==> src/rtl/mem_store_buffer_if.sv <==
// mem_store_buffer_if
// Bundles the request side (from the EX/MEM register) and the data-memory
// port side of the posted-store buffer into a single interface.
//
// Request signals (driven by the pipeline, modport master -> slave):
//   i_flush, i_valid, i_mem_wr_rd, i_mem_wr_src, i_mem_rd_src,
//   i_alu_res (address), i_bus_b (store data)
// Response / memory-port signals (driven by the buffer, slave -> master):
//   o_stall, o_mem_wr_rd, o_mem_wr_src, o_mem_rd_src, o_alu_res, o_bus_b,
//   o_fwd_valid, o_fwd_data, o_count, o_empty
interface mem_store_buffer_if #(
  parameter int IO_BUS_SIZE = 32,
  parameter int DEPTH_LOG2  = 2
);
  logic                   i_flush;
  logic                   i_valid;
  logic                   i_mem_wr_rd;
  logic [1:0]             i_mem_wr_src;
  logic [2:0]             i_mem_rd_src;
  logic [IO_BUS_SIZE-1:0] i_alu_res;
  logic [IO_BUS_SIZE-1:0] i_bus_b;

  logic                   o_stall;
  logic                   o_mem_wr_rd;
  logic [1:0]             o_mem_wr_src;
  logic [2:0]             o_mem_rd_src;
  logic [IO_BUS_SIZE-1:0] o_alu_res;
  logic [IO_BUS_SIZE-1:0] o_bus_b;
  logic                   o_fwd_valid;
  logic [IO_BUS_SIZE-1:0] o_fwd_data;
  logic [DEPTH_LOG2:0]    o_count;
  logic                   o_empty;

  // The store buffer itself sits on the slave side.
  modport slave (
    input  i_flush, i_valid, i_mem_wr_rd, i_mem_wr_src, i_mem_rd_src,
           i_alu_res, i_bus_b,
    output o_stall, o_mem_wr_rd, o_mem_wr_src, o_mem_rd_src, o_alu_res,
           o_bus_b, o_fwd_valid, o_fwd_data, o_count, o_empty
  );

  // The pipeline / test environment drives requests from the master side.
  modport master (
    output i_flush, i_valid, i_mem_wr_rd, i_mem_wr_src, i_mem_rd_src,
           i_alu_res, i_bus_b,
    input  o_stall, o_mem_wr_rd, o_mem_wr_src, o_mem_rd_src, o_alu_res,
           o_bus_b, o_fwd_valid, o_fwd_data, o_count, o_empty
  );
endinterface

==> src/rtl/mem_store_buffer.sv <==
// mem_store_buffer
// Posted-store buffer between the EX/MEM register and the single-port data
// memory. Stores are queued in a small circular FIFO and drained into the
// memory port whenever no load needs it; loads that alias a queued store
// stall until that store has drained.
//
// Ports:
//   i_clk    - clock, rising edge
//   i_reset  - asynchronous, active-low reset (discards queued stores)
//   bus      - mem_store_buffer_if.slave: request inputs, memory-port
//              outputs, stall, forwarding result, occupancy count/empty
//
// Optional feature (macro STORE_BUFFER_FWD_EN): a full-word load hitting a
// queued full-word store is answered directly from the buffer instead of
// stalling. Without the macro o_fwd_valid / o_fwd_data stay 0.
module mem_store_buffer #(
  parameter int         IO_BUS_SIZE   = 32,
  parameter int         MEM_ADDR_SIZE = 5,
  parameter int         DEPTH_LOG2    = 2,
  parameter logic [1:0] WR_SRC_WORD   = 2'b10,
  parameter logic [2:0] RD_SRC_WORD   = 3'b010
) (
  input logic             i_clk,
  input logic             i_reset,
  mem_store_buffer_if.slave bus
);

  localparam int                  DEPTH      = 1 << DEPTH_LOG2;
  localparam int                  ADDR_PAD   = IO_BUS_SIZE - MEM_ADDR_SIZE;
  localparam logic [DEPTH_LOG2:0] FULL_COUNT = (DEPTH_LOG2+1)'(DEPTH);
  localparam logic [DEPTH_LOG2:0] PTR_ONE    = (DEPTH_LOG2+1)'(1);

  logic [DEPTH_LOG2:0]      wr_ptr;
  logic [DEPTH_LOG2:0]      rd_ptr;
  logic [DEPTH_LOG2:0]      count;
  logic [DEPTH_LOG2-1:0]    wr_idx;
  logic [DEPTH_LOG2-1:0]    rd_idx;
  logic [DEPTH_LOG2-1:0]    scan_idx;

  logic [MEM_ADDR_SIZE-1:0] entry_addr   [DEPTH];
  logic [IO_BUS_SIZE-1:0]   entry_data   [DEPTH];
  logic [1:0]               entry_wr_src [DEPTH];

  logic                     empty;
  logic                     full;
  logic                     req;
  logic                     is_store;
  logic                     is_load;
  logic                     push;
  logic                     drain;
  logic                     load_issue;
  logic                     hazard;
  logic                     young_word;
  logic [IO_BUS_SIZE-1:0]   young_data;
  logic                     fwd_en;
  logic                     fwd;
  logic [MEM_ADDR_SIZE-1:0] load_addr;

  logic                     port_wr_rd;
  logic [1:0]               port_wr_src;
  logic [2:0]               port_rd_src;
  logic [IO_BUS_SIZE-1:0]   port_alu_res;
  logic [IO_BUS_SIZE-1:0]   port_bus_b;

  // Pointers carry one extra wrap bit so full and empty are distinguishable.
  assign count  = wr_ptr - rd_ptr;
  assign wr_idx = wr_ptr[DEPTH_LOG2-1:0];
  assign rd_idx = rd_ptr[DEPTH_LOG2-1:0];
  assign empty  = (count == '0);
  assign full   = (count == FULL_COUNT);

  assign req       = bus.i_valid & ~bus.i_flush;
  assign is_store  = req & bus.i_mem_wr_rd;
  assign is_load   = req & ~bus.i_mem_wr_rd;
  assign push      = is_store & ~full;
  assign load_addr = bus.i_alu_res[MEM_ADDR_SIZE-1:0];

  // Scan occupied slots from oldest to youngest; the last hit left standing
  // is the youngest matching store, which is the one a forward must return.
  always_comb begin
    hazard     = 1'b0;
    young_word = 1'b0;
    young_data = '0;
    scan_idx   = '0;
    for (int k = 0; k < DEPTH; k++) begin
      scan_idx = rd_idx + DEPTH_LOG2'(k);
      if (((DEPTH_LOG2+1)'(k) < count) && (entry_addr[scan_idx] == load_addr)) begin
        hazard     = 1'b1;
        young_word = (entry_wr_src[scan_idx] == WR_SRC_WORD);
        young_data = entry_data[scan_idx];
      end
    end
  end

`ifdef STORE_BUFFER_FWD_EN
  assign fwd_en = 1'b1;
`else
  assign fwd_en = 1'b0;
`endif

  // Only a word load over a word store can be satisfied from one entry.
  assign fwd = fwd_en & is_load & hazard & young_word &
               (bus.i_mem_rd_src == RD_SRC_WORD);

  assign load_issue = is_load & ~hazard;

  // Single memory port: an issuing load wins, otherwise the head drains.
  // A forwarded load never touches the port, so draining continues.
  always_comb begin
    port_wr_rd   = 1'b0;
    port_wr_src  = '0;
    port_rd_src  = '0;
    port_alu_res = '0;
    port_bus_b   = '0;
    drain        = 1'b0;
    if (load_issue) begin
      port_alu_res = bus.i_alu_res;
      port_rd_src  = bus.i_mem_rd_src;
    end else if (!empty) begin
      port_wr_rd   = 1'b1;
      port_alu_res = {{ADDR_PAD{1'b0}}, entry_addr[rd_idx]};
      port_bus_b   = entry_data[rd_idx];
      port_wr_src  = entry_wr_src[rd_idx];
      drain        = 1'b1;
    end
  end

  assign bus.o_mem_wr_rd  = port_wr_rd;
  assign bus.o_mem_wr_src = port_wr_src;
  assign bus.o_mem_rd_src = port_rd_src;
  assign bus.o_alu_res    = port_alu_res;
  assign bus.o_bus_b      = port_bus_b;
  assign bus.o_stall      = (is_store & full) | (is_load & hazard & ~fwd);
  assign bus.o_fwd_valid  = fwd;
  assign bus.o_fwd_data   = fwd ? young_data : '0;
  assign bus.o_count      = count;
  assign bus.o_empty      = empty;

  // Push and pop are independent; doing both leaves the count unchanged.
  // A freshly pushed entry is only visible to the drain logic next cycle.
  always_ff @(posedge i_clk or negedge i_reset) begin
    if (!i_reset) begin
      wr_ptr <= '0;
      rd_ptr <= '0;
      for (int k = 0; k < DEPTH; k++) begin
        entry_addr[k]   <= '0;
        entry_data[k]   <= '0;
        entry_wr_src[k] <= '0;
      end
    end else begin
      if (push) begin
        entry_addr[wr_idx]   <= load_addr;
        entry_data[wr_idx]   <= bus.i_bus_b;
        entry_wr_src[wr_idx] <= bus.i_mem_wr_src;
        wr_ptr               <= wr_ptr + PTR_ONE;
      end
      if (drain) begin
        rd_ptr <= rd_ptr + PTR_ONE;
      end
    end
  end

endmodule
==> src/flat_wrapper.sv <==
// flat-port wrapper written by rule: the top's interface ports become plain ports
module mem_store_buffer_flat 
#(
  parameter int         IO_BUS_SIZE   = 32,
  parameter int         MEM_ADDR_SIZE = 5,
  parameter int         DEPTH_LOG2    = 2,
  parameter logic [1:0] WR_SRC_WORD   = 2'b10,
  parameter logic [2:0] RD_SRC_WORD   = 3'b010
)
  (i_clk, i_reset, bus_i_flush, bus_i_valid, bus_i_mem_wr_rd, bus_i_mem_wr_src, bus_i_mem_rd_src, bus_i_alu_res, bus_i_bus_b, bus_o_stall, bus_o_mem_wr_rd, bus_o_mem_wr_src, bus_o_mem_rd_src, bus_o_alu_res, bus_o_bus_b, bus_o_fwd_valid, bus_o_fwd_data, bus_o_count, bus_o_empty);
  mem_store_buffer_if #(.IO_BUS_SIZE(IO_BUS_SIZE), .DEPTH_LOG2(DEPTH_LOG2)) bus_i ();
  input logic i_clk;
  input logic i_reset;
  input wire logic [$bits(bus_i.i_flush)-1:0] bus_i_flush;
  input wire logic [$bits(bus_i.i_valid)-1:0] bus_i_valid;
  input wire logic [$bits(bus_i.i_mem_wr_rd)-1:0] bus_i_mem_wr_rd;
  input wire logic [$bits(bus_i.i_mem_wr_src)-1:0] bus_i_mem_wr_src;
  input wire logic [$bits(bus_i.i_mem_rd_src)-1:0] bus_i_mem_rd_src;
  input wire logic [$bits(bus_i.i_alu_res)-1:0] bus_i_alu_res;
  input wire logic [$bits(bus_i.i_bus_b)-1:0] bus_i_bus_b;
  output wire logic [$bits(bus_i.o_stall)-1:0] bus_o_stall;
  output wire logic [$bits(bus_i.o_mem_wr_rd)-1:0] bus_o_mem_wr_rd;
  output wire logic [$bits(bus_i.o_mem_wr_src)-1:0] bus_o_mem_wr_src;
  output wire logic [$bits(bus_i.o_mem_rd_src)-1:0] bus_o_mem_rd_src;
  output wire logic [$bits(bus_i.o_alu_res)-1:0] bus_o_alu_res;
  output wire logic [$bits(bus_i.o_bus_b)-1:0] bus_o_bus_b;
  output wire logic [$bits(bus_i.o_fwd_valid)-1:0] bus_o_fwd_valid;
  output wire logic [$bits(bus_i.o_fwd_data)-1:0] bus_o_fwd_data;
  output wire logic [$bits(bus_i.o_count)-1:0] bus_o_count;
  output wire logic [$bits(bus_i.o_empty)-1:0] bus_o_empty;
  assign bus_i.i_flush = bus_i_flush;
  assign bus_i.i_valid = bus_i_valid;
  assign bus_i.i_mem_wr_rd = bus_i_mem_wr_rd;
  assign bus_i.i_mem_wr_src = bus_i_mem_wr_src;
  assign bus_i.i_mem_rd_src = bus_i_mem_rd_src;
  assign bus_i.i_alu_res = bus_i_alu_res;
  assign bus_i.i_bus_b = bus_i_bus_b;
  assign bus_o_stall = bus_i.o_stall;
  assign bus_o_mem_wr_rd = bus_i.o_mem_wr_rd;
  assign bus_o_mem_wr_src = bus_i.o_mem_wr_src;
  assign bus_o_mem_rd_src = bus_i.o_mem_rd_src;
  assign bus_o_alu_res = bus_i.o_alu_res;
  assign bus_o_bus_b = bus_i.o_bus_b;
  assign bus_o_fwd_valid = bus_i.o_fwd_valid;
  assign bus_o_fwd_data = bus_i.o_fwd_data;
  assign bus_o_count = bus_i.o_count;
  assign bus_o_empty = bus_i.o_empty;
  mem_store_buffer #(.IO_BUS_SIZE(IO_BUS_SIZE), .MEM_ADDR_SIZE(MEM_ADDR_SIZE), .DEPTH_LOG2(DEPTH_LOG2), .WR_SRC_WORD(WR_SRC_WORD), .RD_SRC_WORD(RD_SRC_WORD)) u_core (.i_clk(i_clk), .i_reset(i_reset), .bus(bus_i));
endmodule
==> config.mk <==
export PLATFORM = sky130hd
export DESIGN_NAME = mem_store_buffer_flat
export DESIGN_NICKNAME = d
export VERILOG_FILES = /design/src/rtl/mem_store_buffer_if.sv /design/src/rtl/mem_store_buffer.sv /design/src/flat_wrapper.sv
export SDC_FILE = /design/constraint.sdc
export NUM_CORES = 1
export LEC_CHECK = 0
export CORE_MARGIN = 2
export CORE_UTILIZATION = 45
export CTS_CLUSTER_DIAMETER = 50
export DETAILED_ROUTE_END_ITERATION = 10
export PLACE_DENSITY = 0.75
export SYNTH_ARGS = -nofsm -noshare
export SYNTH_HDL_FRONTEND = slang
export SYNTH_SLANG_ARGS = --single-unit
==> constraint.sdc <==
create_clock -name i_clk -period 3.95 [get_ports i_clk]
set_clock_uncertainty 0.1 [all_clocks]
set_input_delay 0.79 -clock i_clk [delete_from_list [all_inputs] [get_ports i_clk]]
set_output_delay 0.79 -clock i_clk [all_outputs]
set_load 0.005 [all_outputs]
==> results.py, run 1 <==
metrics = {
    "run_status": {
        "status": "finished, violations left",
        "violations": "setup timing",
    },
    "setup_path": {
        "critPathMaxFanout": 4,
        "reg2reg_depth": 14,
        "criticalPathCategory": "flip-flop to output pin",
        "r2r_end": "u_core.rd_ptr[1]$_DFFE_PN0P_",
        "r2r_slack_ns": 0.28,
        "worstSetupEndpointType": "output pin",
        "crit_chain": "ha_4, fa_2, xnor2_2, xnor2_2, buf_4, o2111ai_2, a21oi_2, or4_4, buf_12, nor2_8, buf_12, buf_6, mux2i_4, buf_2",
        "startpoint_type": "flip-flop",
        "max_stage_delay_ns": 0.59,
        "worst_path_max_delay_cell": "or4_4",
        "path_delay_family": "simple AND/OR/NAND/NOR gates",
        "cp.arrival_ns": 3.68,
        "path_buf_inv": 5,
        "cp.required_ns": 3.06,
        "r2r-start": "u_core.rd_ptr[0]$_DFFE_PN0P_",
    },
    "pwr": {
        "ir_drop_v": 0.0005051,
        "leakagePower_nw": 5.218,
        "p_per_area_mw_per_mm2": 934.0,
    },
    "global_route": {
        "grt_pass1_vias": 6398,
        "global_route.usage.met3_pct": 5.467,
        "grt_pass1_wl_mm": 34.36,
        "track_usage_pct": 22.67,
        "busiest_layer": "met2",
        "antenna_found_initial": 2,
        "overflow": 0,
        "met2_usage_pct": 40.11,
        "grt_max_degree": 93,
        "met1_usage_pct": 26.39,
    },
    "routing": {
        "drc": 0,
        "firstDrtPassIters": 4,
        "drt_iter0_drc": 201,
        "antenna_left": 0,
        "routed_wl_mm": 21.96,
        "vias": 5772,
        "wl_per_cell_um": 20.37,
        "via_per_inst": 5.354,
    },
    "timing": {
        "finalSetupViolations": 71,
        "drv_slew": 0,
        "relSlewSlack_pct": 44.07,
        "worst_pin_slew_ns": 0.8389,
        "rsz0062_at_grt": "yes",
        "setup_tns_ns": -35.93,
        "period_share_pct": 115.6,
        "worst_slack_ns": -0.6177,
        "clock.fmax_ghz": 0.2189,
        "hold_viol": 0,
        "fin_crit_ns": 4.568,
    },
    "job": {
        "max_cap_violations": 0,
    },
    "floorplan": {
        "rows": 50,
        "core-area_mm2": 0.01864,
        "die_w_um": 141.7,
        "start_util_pct": 45.76,
        "die_h_um": 141.7,
        "die_area_mm2": 0.02007,
        "io_pins": 182,
    },
    "logic_synthesis": {
        "synth_warnings": 0,
        "synth-edff-count": 0,
        "synth.area.mux_share_pct": 33.28,
        "synth_cells": 628,
        "synth.yosys.seq_area_share_pct": 47.52,
        "synth_adder_area_share_pct": 1.115,
        "synth_compound_area_share_pct": 1.716,
        "netlist_area_mm2": 0.008531,
        "ys_async_sr_fraction_pct": 100.0,
        "synth_xor_area_share_pct": 3.285,
        "synth_ff_type": "dfrtp_1",
        "synth_cell_types": 36,
        "synthSimpleGateAreaFrac_pct": 7.334,
        "syn_avg_cell_area_um2": 13.58,
        "synth_top_family_by_area": "multiplexers",
        "ys_ff_latch": 162,
    },
    "clock_network": {
        "cts.htree.levels": 4,
        "cts_tree": "done",
        "holdBufCountCts": 0,
        "clkSlewWorstSetupHoldPaths_ns": 0.06,
        "insertion_delay_ns": 0.43,
        "cts_root_buf": "clkbuf_16",
        "clk_path_buf_depth": 2,
        "cts-buffers-inserted": 17,
        "cts.sinks": 162,
    },
    "cells_and_area": {
        "seqCellArea_mm2": 0.004059,
        "multi_input_area_mm2": 0.004395,
        "final_common_cell": "dfrtp_1",
        "final_cell_mix": "dfrtp_1 (160), mux2_2 (140), clkdlybuf4s50_1 (77), mux4_2 (48), buf_4 (42)",
        "syn_to_final_growth_pct": 35.76,
        "fillers": 1366,
        "drive_gt1_share_pct": 50.95,
        "fin_nets": 910,
        "layoutNonFillerInstCount": 1078,
    },
    "placement": {
        "place_ws_ns": -0.5308,
        "dp_cells": 1013,
        "dp_hpwl_mm": 14.29,
        "gp_congestion": 0.8585,
        "portBuffers": 148,
    },
    "min_path": {
        "hold_class": "input port to asynchronous set/reset pin",
    },
}
==> worst max-delay path by stage <==
stage,startpoint,endpoint,slack [ns],depth (start not counted)
floorplan,u_core.wr_ptr[0]$_DFFE_PN0P_,bus_o_bus_b[10],0.03,14
global placement,bus_i_alu_res[0],bus_o_alu_res[0],-0.56,11
detailed placement,u_core.rd_ptr[0]$_DFFE_PN0P_,bus_o_alu_res[0],-0.53,13
CTS,u_core.rd_ptr[0]$_DFFE_PN0P_,bus_o_bus_b[15],-0.74,17
global route,u_core.rd_ptr[0]$_DFFE_PN0P_,bus_o_alu_res[2],-0.70,14
finish,u_core.rd_ptr[0]$_DFFE_PN0P_,bus_o_alu_res[2],-0.62,14
==> logic make-up after synthesis <==
logic type | count (synthesis)
flip-flops | 162
buffers and inverters | 86
other | 1
AND/OR/NAND/NOR | 109
multiplexers | 206
AO/OA/AOI/OAI | 25
adder cells (fa/ha/maj) | 7
XOR/XNOR | 32
==> metrics by stage <==
stage               cell area (µm²)  hold WS [ns]  power [mW]  utilization (%)
floorplan                      8651        0.3666       5.910                -
global placement              10420        0.3809       8.043            55.87
detailed placement            10420        0.3823       8.257            55.87
CTS                           11470        0.3690       10.60            61.54
global route                  11580        0.4115       11.46            62.12
finish                        11580        0.3381       10.82            62.12
==> worst register-to-register path, cell delays in order (launching register included) <==
cell,delay (ns)
dfrtp_4,0.52
ha_4,0.18
fa_2,0.35
xnor2_2,0.15
xnor2_2,0.15
buf_4,0.16
o2111ai_2,0.18
a21oi_2,0.05
or4_4,0.59
o21ai_4,0.26
buf_6,0.18
buf_16,0.12
buf_4,0.10
buf_4,0.12
mux2_1,0.33
==> report_power, final <==
group,internal (mW),switching (mW)
combinational,3.79,2.47
sequential,2.46,0.486
clock,0.927,0.684
total,7.17,3.64
==> cell usage after synthesis, types with 4 or more instances <==
master	count	area, µm²
dfrtp_1	162	4054
mux2_2	140	1577
mux4_2	48	1081
buf_4	35	262.8
nor2b_1	34	212.7
xnor2_1	32	280.3
and2_1	30	187.7
nand2_1	28	105.1
clkbuf_1	26	97.59
o21ai_0	18	90.09
mux2i_1	17	170.2
inv_1	9	33.78
ha_1	6	75.07
buf_2	5	25.02
nand3_1	4	20.02
==> final cells by class <==
type | count | area share (%)
Clock inverter | 12 | 1.048
Multi-Input combinational cell | 412 | 37.95
Sequential cell | 162 | 35.05
Timing Repair Buffer | 225 | 18.97
Tap cell | 234 | 2.528
Antenna cell | 2 | 0.04322
Inverter | 11 | 0.3781
Clock buffer | 20 | 4.030
==> flip-flops by register name, summed over array words and instances (netlist names) <==
name	cells
u_core.entry_addr	20
u_core.rd_ptr	3
u_core.entry_wr_src	8
u_core.entry_data	128
u_core.wr_ptr	3
==> repair_timing <==
| action | in CTS | in global routing |
|---|---|---|
| buffers inserted | 25 | 9 |
| gates cloned | 8 | 0 |
| pin swaps | 29 | 16 |
| setup endpoints to repair | 71 | 71 |
| resized for setup | 333 | 71 |
==> routing by layer <==
layer | vias up | routed length [µm]
met3 | 35 | 1469
met2 | 216 | 11300
met1 | 2950 | 8559
li1 | 2571 | -
met4 | 0 | 626
met5 | - | 0
(Power assumes the default switching activity.)
==> inputs of run 2 (changes only) <==
--- a/config.mk
+++ b/config.mk
@@ -5,11 +5,12 @@
 export SDC_FILE = /design/constraint.sdc
 export NUM_CORES = 1
 export LEC_CHECK = 0
-export CORE_MARGIN = 2
-export CORE_UTILIZATION = 45
+export CELL_PAD_IN_SITES_DETAIL_PLACEMENT = 1
+export CELL_PAD_IN_SITES_GLOBAL_PLACEMENT = 1
+export CORE_UTILIZATION = 38
 export CTS_CLUSTER_DIAMETER = 50
 export DETAILED_ROUTE_END_ITERATION = 10
-export PLACE_DENSITY = 0.75
+export PLACE_DENSITY_LB_ADDON = 0.1
 export SYNTH_ARGS = -nofsm -noshare
 export SYNTH_HDL_FRONTEND = slang
 export SYNTH_SLANG_ARGS = --single-unit
==> run 2 against run 1 <==
  * The run still ends with setup timing left
  * Register-to-register slack is essentially flat
  * Worst hold slack got worse by 0.058 ns
  * Non-clock buffer count decreased by 2
  * Routed wire length rose by 4.3%
  * Total power is 3.8% lower
  * Sequential cell count stayed put
  * Clock power barely moved
  * Sequential share of layout area up 0.065 points
  * Global-route usage down 1.9 points
  * First-iteration DRC count increased by 0.50%
  * Critical path type unchanged
  * Highest routed layer unchanged
==> results.py, run 2 (same netlist as run 1, synthesis figures left out) <==
metrics = {
    "clock_network": {
        "cts.htree.levels": 4,
        "cts.sinks": 162,
        "clk_path_buf_depth": 2,
        "clkSlewWorstSetupHoldPaths_ns": 0.06,
        "cts_tree": "done",
        "insertion_delay_ns": 0.42,
        "cts-buffers-inserted": 17,
        "holdBufCountCts": 0,
        "cts_root_buf": "clkbuf_16",
    },
    "timing": {
        "period_share_pct": 116.2,
        "worst_slack_ns": -0.6412,
        "clock.fmax_ghz": 0.2178,
        "relSlewSlack_pct": 48.42,
        "hold_viol": 0,
        "rsz0062_at_grt": "yes",
        "fin_crit_ns": 4.591,
        "finalSetupViolations": 71,
        "worst_pin_slew_ns": 0.7738,
        "drv_slew": 0,
    },
    "cells_and_area": {
        "syn_to_final_growth_pct": 35.51,
        "finalInstanceArea_mm2": 0.01156,
        "top_regs": "u_core.entry_data: 128 flops, u_core.entry_addr: 20 flops, u_core.entry_wr_src: 8 flops",
        "drive_gt1_share_pct": 50.48,
        "largest_reg_flops": 128,
        "diodes": 0,
        "final_cell_mix": "dfrtp_1 (160), mux2_2 (140), clkdlybuf4s50_1 (76), mux4_2 (48), buf_2 (43)",
        "fin_util_pct": 52.81,
        "fin_nets": 908,
        "fillers": 2204,
        "largest-register": "u_core.entry_data",
        "seqCellArea_mm2": 0.004059,
        "final_common_cell": "dfrtp_1",
        "multi_input_area_mm2": 0.004348,
    },
    "global_route": {
        "grt_pass1_wl_mm": 37.03,
        "grt_pass1_vias": 6415,
        "overflow": 0,
        "grt_max_degree": 75,
        "track_usage_pct": 20.73,
        "antenna_found_initial": 0,
    },
    "placement": {
        "place_ws_ns": -0.5812,
        "placedInstanceArea_mm2": 0.01046,
        "dp_hpwl_mm": 14.65,
        "gp_congestion": 0.8283,
        "portBuffers": 148,
    },
    "floorplan": {
        "die_w_um": 151.8,
        "die_h_um": 151.8,
        "die_area_mm2": 0.02305,
        "start_util_pct": 38.97,
        "io_pins": 182,
        "core-area_mm2": 0.02189,
        "rows": 54,
    },
    "routing": {
        "routed_wl_mm": 22.90,
        "antenna_left": 0,
        "via_per_inst": 5.085,
        "wl_per_cell_um": 20.48,
        "vias": 5685,
        "drc": 0,
        "drt_iter0_drc": 202,
        "firstDrtPassIters": 4,
    },
    "min_path": {
        "hold_class": "input port to asynchronous set/reset pin",
    },
    "run_status": {
        "violations": "setup timing",
        "status": "finished, violations left",
    },
    "setup_path": {
        "reg2reg_depth": 13,
        "critPathMaxFanout": 6,
        "r2r_slack_ns": 0.28,
        "r2r_end": "u_core.rd_ptr[1]$_DFFE_PN0P_",
        "criticalPathCategory": "flip-flop to output pin",
        "worst_path_max_delay_cell": "mux4_2",
        "path_buf_inv": 6,
        "path_delay_family": "buffers and inverters",
        "r2r-start": "u_core.rd_ptr[0]$_DFFE_PN0P_",
        "startpoint_type": "flip-flop",
        "crit_chain": "buf_12, ha_4, mux4_2, xnor2_2, o2111ai_2, a21oi_1, or4_1, buf_6, o21ai_4, buf_12, buf_12, buf_16, nor2b_2, buf_2",
        "max_stage_delay_ns": 0.55,
        "cp.arrival_ns": 3.70,
        "worstSetupEndpointType": "output pin",
        "cpMostUsedCell": "buf_12",
        "critPathLaunch": "u_core.rd_ptr[0]$_DFFE_PN0P_",
        "cp.required_ns": 3.06,
    },
    "pwr": {
        "p_per_area_mw_per_mm2": 900.3,
        "ir_drop_v": 0.0003670,
        "leakagePower_nw": 5.182,
        "p_total_mw": 10.41,
    },
    "job": {
        "max_cap_violations": 0,
    },
}
-- run 2: cell types whose count changed in the layout (fill, tap and decap cells not counted), sizes merged --
cell	before	now
clkdlybuf4s15	0	1
clkinv	7	4
buf	142	145
clkbuf	26	21
clkdlybuf4s50	77	76
bufinv	1	2
diode	2	0
-- run 2: per-stage QoR --
| step | hold WS [ns] | cells | setup TNS, ns |
|---|---|---|---|
| floorplan | 0.3666 | 660 | 0 |
| global placement | 0.3812 | 1056 | -34.93 |
| detailed placement | 0.3888 | 1056 | -36.77 |
| CTS | 0.2993 | 1112 | -39.37 |
| global route | 0.3118 | 1118 | -45.95 |
| finish | 0.2798 | 1118 | -38.99 |
-- run 2: worst max path at each step --
| stage | to | slack, ns | cells past startpoint |
|---|---|---|---|
| after global routing | bus_o_bus_b[14] | -0.74 | 14 |
| after CTS | bus_o_bus_b[21] | -0.65 | 14 |
| after detailed placement | bus_o_bus_b[13] | -0.58 | 11 |
| final | bus_o_bus_b[13] | -0.64 | 14 |
| after floorplan | bus_o_bus_b[10] | 0.03 | 14 |
| after global placement | bus_o_bus_b[11] | -0.59 | 11 |
-- run 2: repair_timing --
item	CTS	global route
gates cloned	4	1
pin swaps	14	18
setup endpoints to repair	71	71
setup buffers	24	8
resized for setup	318	73
-- run 2: cell type report --
| type | count | area share (%) |
|---|---|---|
| Multi-Input combinational cell | 412 | 37.61 |
| Sequential cell | 162 | 35.11 |
| Timing Repair Buffer | 223 | 18.91 |
| Clock buffer | 20 | 3.864 |
| Tap cell | 280 | 3.031 |
| Clock inverter | 10 | 1.115 |
| Inverter | 11 | 0.3572 |
-- run 2: power breakdown --
part           switching [mW]  internal [mW]
clock network           0.690          0.951
registers               0.492           2.46
logic                    2.36           3.46
-- run 2: routing by layer --
metal	wire length, µm	track usage [%]	up-vias
li1	-	-	2555
met1	9832	26.28	3012
met2	12160	36.26	104
met3	692	4.278	14
met4	219	4.762	0
met5	0	0	-
